### src/rtl/constant_sequence_if.sv
// Handshake bundle for constant_sequence: control token channel plus data output channel.
// master = the sequence generator, slave = its environment (token source and word consumer).
// All signals are plain wires; timing is owned by the modules on either side.
interface constant_sequence_if #(
  parameter int DATA_WIDTH = 32
);
  logic                  ctrl_valid;
  logic                  ctrl_ready;
  logic [DATA_WIDTH-1:0] outs;
  logic                  outs_last;
  logic                  outs_valid;
  logic                  outs_ready;

  modport master (
    input  ctrl_valid,
    output ctrl_ready,
    output outs,
    output outs_last,
    output outs_valid,
    input  outs_ready
  );

  modport slave (
    output ctrl_valid,
    input  ctrl_ready,
    input  outs,
    input  outs_last,
    input  outs_valid,
    output outs_ready
  );
endinterface

### src/rtl/constant_sequence.sv
// Emits COUNT words BASE, BASE+STEP, ... per accepted control token, last word flagged.
// Latency 1 cycle from ctrl fire to first word; one word per cycle, no bubble between bursts.
// Outputs are registered and hold while stalled; ctrl_ready only when idle or last word is leaving.
module constant_sequence #(
  parameter int DATA_WIDTH = 32,
  parameter int BASE       = 0,
  parameter int STEP       = 1,
  parameter int COUNT      = 4
) (
  input  logic                 clk,
  input  logic                 rst,
  constant_sequence_if.master  io
);

  localparam int IDX_W = (COUNT > 1) ? $clog2(COUNT) : 1;

  localparam logic [DATA_WIDTH-1:0] BASE_W   = DATA_WIDTH'(BASE);
  localparam logic [DATA_WIDTH-1:0] STEP_W   = DATA_WIDTH'(STEP);
  localparam logic [IDX_W-1:0]      LAST_IDX = IDX_W'(COUNT - 1);
  localparam logic                  ONE_WORD = (COUNT == 1);

  // The state is exactly outs_valid: IDLE has nothing to show, EMIT holds a word.
  localparam logic [0:0] IDLE = 1'b0;
  localparam logic [0:0] EMIT = 1'b1;

  logic [0:0]            state;
  logic [DATA_WIDTH-1:0] outs_q;
  logic                  last_q;
  logic [IDX_W-1:0]      idx;
  logic [IDX_W-1:0]      idx_nxt;
  logic                  ctrl_fire;
  logic                  out_fire;

  assign idx_nxt = idx + IDX_W'(1);

  // A new token is taken when nothing is pending or the final word is leaving this cycle,
  // which lets back-to-back bursts run without an idle cycle in between.
  assign io.ctrl_ready = (state == IDLE) || (io.outs_ready && last_q);

  assign ctrl_fire = io.ctrl_valid && io.ctrl_ready;
  assign out_fire  = (state == EMIT) && io.outs_ready;

  assign io.outs       = outs_q;
  assign io.outs_last  = last_q;
  assign io.outs_valid = (state == EMIT);

  // Burst sequencing: a token (re)starts at BASE, each accepted word advances by STEP,
  // the accepted last word returns to IDLE unless a new token arrives the same cycle.
  always_ff @(posedge clk or negedge rst) begin
    if (!rst) begin
      state  <= IDLE;
      outs_q <= '0;
      last_q <= 1'b0;
      idx    <= '0;
    end else if (ctrl_fire) begin
      state  <= EMIT;
      outs_q <= BASE_W;
      idx    <= '0;
      last_q <= ONE_WORD;
    end else if (out_fire) begin
      if (!last_q) begin
        outs_q <= outs_q + STEP_W;
        idx    <= idx_nxt;
        last_q <= (idx_nxt == LAST_IDX);
      end else begin
        state <= IDLE;
      end
    end
  end

endmodule

### src/flat_wrapper.sv
// flat-port wrapper written by rule: the top's interface ports become plain ports
module constant_sequence_flat 
#(
  parameter int DATA_WIDTH = 32,
  parameter int BASE       = 0,
  parameter int STEP       = 1,
  parameter int COUNT      = 4
)
  (clk, rst, io_ctrl_valid, io_ctrl_ready, io_outs, io_outs_last, io_outs_valid, io_outs_ready);
  constant_sequence_if #(.DATA_WIDTH(DATA_WIDTH)) io_i ();
  input  logic clk;
  input  logic rst;
  input wire logic [$bits(io_i.ctrl_valid)-1:0] io_ctrl_valid;
  output wire logic [$bits(io_i.ctrl_ready)-1:0] io_ctrl_ready;
  output wire logic [$bits(io_i.outs)-1:0] io_outs;
  output wire logic [$bits(io_i.outs_last)-1:0] io_outs_last;
  output wire logic [$bits(io_i.outs_valid)-1:0] io_outs_valid;
  input wire logic [$bits(io_i.outs_ready)-1:0] io_outs_ready;
  assign io_i.ctrl_valid = io_ctrl_valid;
  assign io_ctrl_ready = io_i.ctrl_ready;
  assign io_outs = io_i.outs;
  assign io_outs_last = io_i.outs_last;
  assign io_outs_valid = io_i.outs_valid;
  assign io_i.outs_ready = io_outs_ready;
  constant_sequence #(.DATA_WIDTH(DATA_WIDTH), .BASE(BASE), .STEP(STEP), .COUNT(COUNT)) u_core (.clk(clk), .rst(rst), .io(io_i));
endmodule
### config.mk
export PLATFORM = sky130hd
export DESIGN_NAME = constant_sequence_flat
export DESIGN_NICKNAME = d
export VERILOG_FILES = /design/src/rtl/constant_sequence_if.sv /design/src/rtl/constant_sequence.sv /design/src/flat_wrapper.sv
export SDC_FILE = /design/constraint.sdc
export NUM_CORES = 1
export LEC_CHECK = 0
export ABC_AREA = 1
export BUFFER_PORTS_ARGS = -buffer_cell sky130_fd_sc_hd__buf_2
export CORE_UTILIZATION = 42
export DETAILED_ROUTE_END_ITERATION = 10
export PLACE_DENSITY_LB_ADDON = 0.15
export REMOVE_ABC_BUFFERS = 1
export SLEW_MARGIN = 20
export SYNTH_ARGS = -nofsm -noshare
export SYNTH_HDL_FRONTEND = slang
export SYNTH_SLANG_ARGS = --single-unit
### constraint.sdc
create_clock -name clk -period 2.9 [get_ports clk]
set_input_delay 0.145 -clock clk [delete_from_list [all_inputs] [get_ports clk]]
set_output_delay 0.145 -clock clk [all_outputs]
set_load 0.05 [all_outputs]
==> impl_results.md <==
- RSZ-0062 raised after global routing: false
- Worst Hold Class: in -> reg
- Drt pass-1 iters: 4
- Fillers: 504
- CP max-delay cell: dfrtp_1
- Met2 wire length: 2300 um
- Ys Warns: 0
- Part of the power in registers: 0.419
- Critical Path, Cell by Cell: nand2_1 -> nand2_2 -> nand2_4 -> nand2_2 -> nand2_1 -> nor2_1 -> nand2_1 -> a21oi_1
- CP arrival: 1940 ps
- DP Area: 2440 um2
- Largest net degree at the start of global routing: 37
- P per Cell Area: 570 nW/um2
- First-pass GRT wire length: 8830 um
- Clock root buffer: clkbuf_8
- Setup CP Type: reg -> reg
- Worst-path clk slew: 70 ps
- Final critical-path required period: between 1500 and 2000 ps
- Psw: 615 uW
- Top_reg_cell synth: dfrtp_1
- Die ar.: 5520 um2
- Total detailed-routing wirelength: 5370 um
- Outcome: complete, no violations
- Mapped Avg Cell Area: 6.74 um2
- Area grow syn2layout: 15.3%
- Starting DRT DRC Count: about 140
- Vias in the first global route: ~1900
- Antenna cells: 0
- Final hold viol count: 0
- Post-Syn Area: 2200 um2
- Gp weighted congestion: 0.890
- Max-slew violations: 0
- Fmax: 0.578 GHz
- Max IR drop VDD: 0.312 mV
- Die Y: 74.3 um
- DP Wirelength: 3880 um
- Antenna-violating nets left: 0
- CP max stage delay: 430 ps
- Sequential share of the synthesized area: 0.410
- Delay-heaviest family, CP: simple AND/OR/NAND/NOR gates
- Leak Pwr: ~0.0013 uW
- Buffer depth of the longest clock path: 2
- Post-synth EDFFs: 0
- Most common cell after layout, fill and taps aside: nand2_1
- Required time worst endpoint: just over 3000 ps
- Max-cap violations: 0
- Crit path max fanout: 35
- Clock network fraction of design power: 0.238
- Post-route cell area: 2530 um2
- Post-CTS repair timing setup buffer count: 0
- Layout net count: 374
- Net Sw Frac: 0.426
- Critical Path Most Common Cell: nand2_1
- DR WL met3: 254 um
- Combinational Power Share: 0.344
- TritonCTS Buffers: 5
- Share of layout cells above drive strength 1: 0.160
- Startpoint types: flop
- WP buf/inv: 0
- Worst Tran Pin Value: 824 ps
- Die W: 74.3 um
- Via density: 4.87
- TritonCTS Sinks: 36
- Clk_lat worst skew: 290 ps
- Final TNS setup: 0 ps
- Cell-internal power: 828 uW
- Routed via count: 2117
- Clk_skew: 7.98 ps
- Metal-1 WL: between 2000 and 3000 um
- Wirelength per Cell: 12.4 um
- #FFs+latches synth: 36
- Post-route DRC violation count: 0
- Tcrit/Tclk final: 0.597
- Most frequent cells in the layout: 99 x nand2_1, 65 x nor2_1, 45 x inv_1, 38 x buf_2, 36 x dfrtp_1
- Site Rows: 25
- Synth cell types: 25
- Top Layer Used: met4
- Antenna violations before repair: 0
- Initial core utilization: 0.450
- # H-tree levels: 2
- Async set-reset flop share out of synthesis: 1.00
- CTS tree: done
- CP endpoint kind: flop
- Relative slew slack: 0.451
- Setup violators final: 0
- I/O Pins: 39
- Mapped Cells: 326
- GRT Total Usage: 0.212
- Remaining Overflow, GRT: 0
- Core area: 4880 um2
- Port bufs: 38
[worst register-to-register path, delay by kind of cell, from the launching register on]
family | cells | cell delay, ps
AO/OA/AOI/OAI | 1 | 150
AND/OR/NAND/NOR | 7 | 1090
flip-flops | 1 | 430
[power by group through the flow]
stage	logic (uW)	registers, uW	clock network, uW
final	496	605	343
after global routing	538	614	375
after CTS	498	604	350
after detailed placement	496	614	0
after global placement	491	612	0
after floorplan	233	750	0
[through the flow]
step	std cells	setup WS, ps	hold slack (ps)	total power (uW)	utilization
final	435	1170	230	1440	0.519
after global routing	435	985	255	1530	0.519
after CTS	435	1150	231	1450	0.519
after detailed placement	427	1160	298	1110	0.501
after global placement	427	1270	287	1100	0.501
after floorplan	322	861	-151	983	-
[cells in the mapped netlist (4+ instances only)]
master	number	area, um2
a21oi_1	9	45.0
dfrtp_1	36	901
inv_1	45	169
nand2_1	99	372
nand3_1	18	90.1
nand4_1	11	68.8
nor2_1	65	244
nor2_2	4	25.0
nor3_1	5	25.0
o21ai_0	10	50.1
[per-layer routing]
layer | vias to the layer above | GRT usage
li1 | 1106 | -
met2 | 51 | 0.304
met3 | 7 | 0.0366
met4 | 0 | 0.0692
met1 | 953 | 0.322
met5 | - | 0
[flip-flops by register name, indices dropped and copies added (netlist names)]
signal / count
u_core.io.outs_last: 1
u_core.io.outs_valid: 1
u_core.io.outs: 32
u_core.idx: 2
[path summary, 6_finish.rpt]
check / cells after the start / slack [ps] / startpoint / endpoint
min in group asynchronous: 2 / 490 / rst / u_core.io.outs[12]
max in group asynchronous: 2 / 1880 / rst / u_core.io.outs[30]
setup reg to reg: 8 / 1170 / u_core.io.outs_last / u_core.io.outs[5]
hold / removal: 4 / 230 / io_outs_ready / u_core.io.outs_valid
hold reg to reg: 2 / 510 / u_core.idx[1] / u_core.idx[1]
setup / recovery: 8 / 1170 / u_core.io.outs_last / u_core.io.outs[5]
[logic make-up (layout without fill, tap and decap cells)]
kind of cell,count (synthesis),after routing,synth area share
adders and majority gates,2,2,0.0114
and+or+nand+nor,214,214,0.424
DFF,36,36,0.410
AOI/OAI and AO/OA,24,24,0.0638
buffers and inverters,50,92,0.0906
[layout make-up]
cell class                      count  area (um2)  share of cell area
Clock inverter                      1        5.00             0.00198
Sequential cell                    36         901               0.356
Clock buffer                        6        72.6              0.0287
Inverter                           46         173              0.0682
Tap cell                           67        83.8              0.0331
Timing Repair Buffer               39         200              0.0791
Multi-Input combinational cell    240        1100               0.433
[repair_timing]
| action | in CTS | in global routing |
|---|---|---|
| setup endpoints to repair | 0 | 0 |
| endpoints found under the hold margin | 36 | 0 |
| hold buffers | 1 | 0 |
| gates resized for setup | 0 | 0 |
Note: power is estimated with default switching activity, not from simulation.
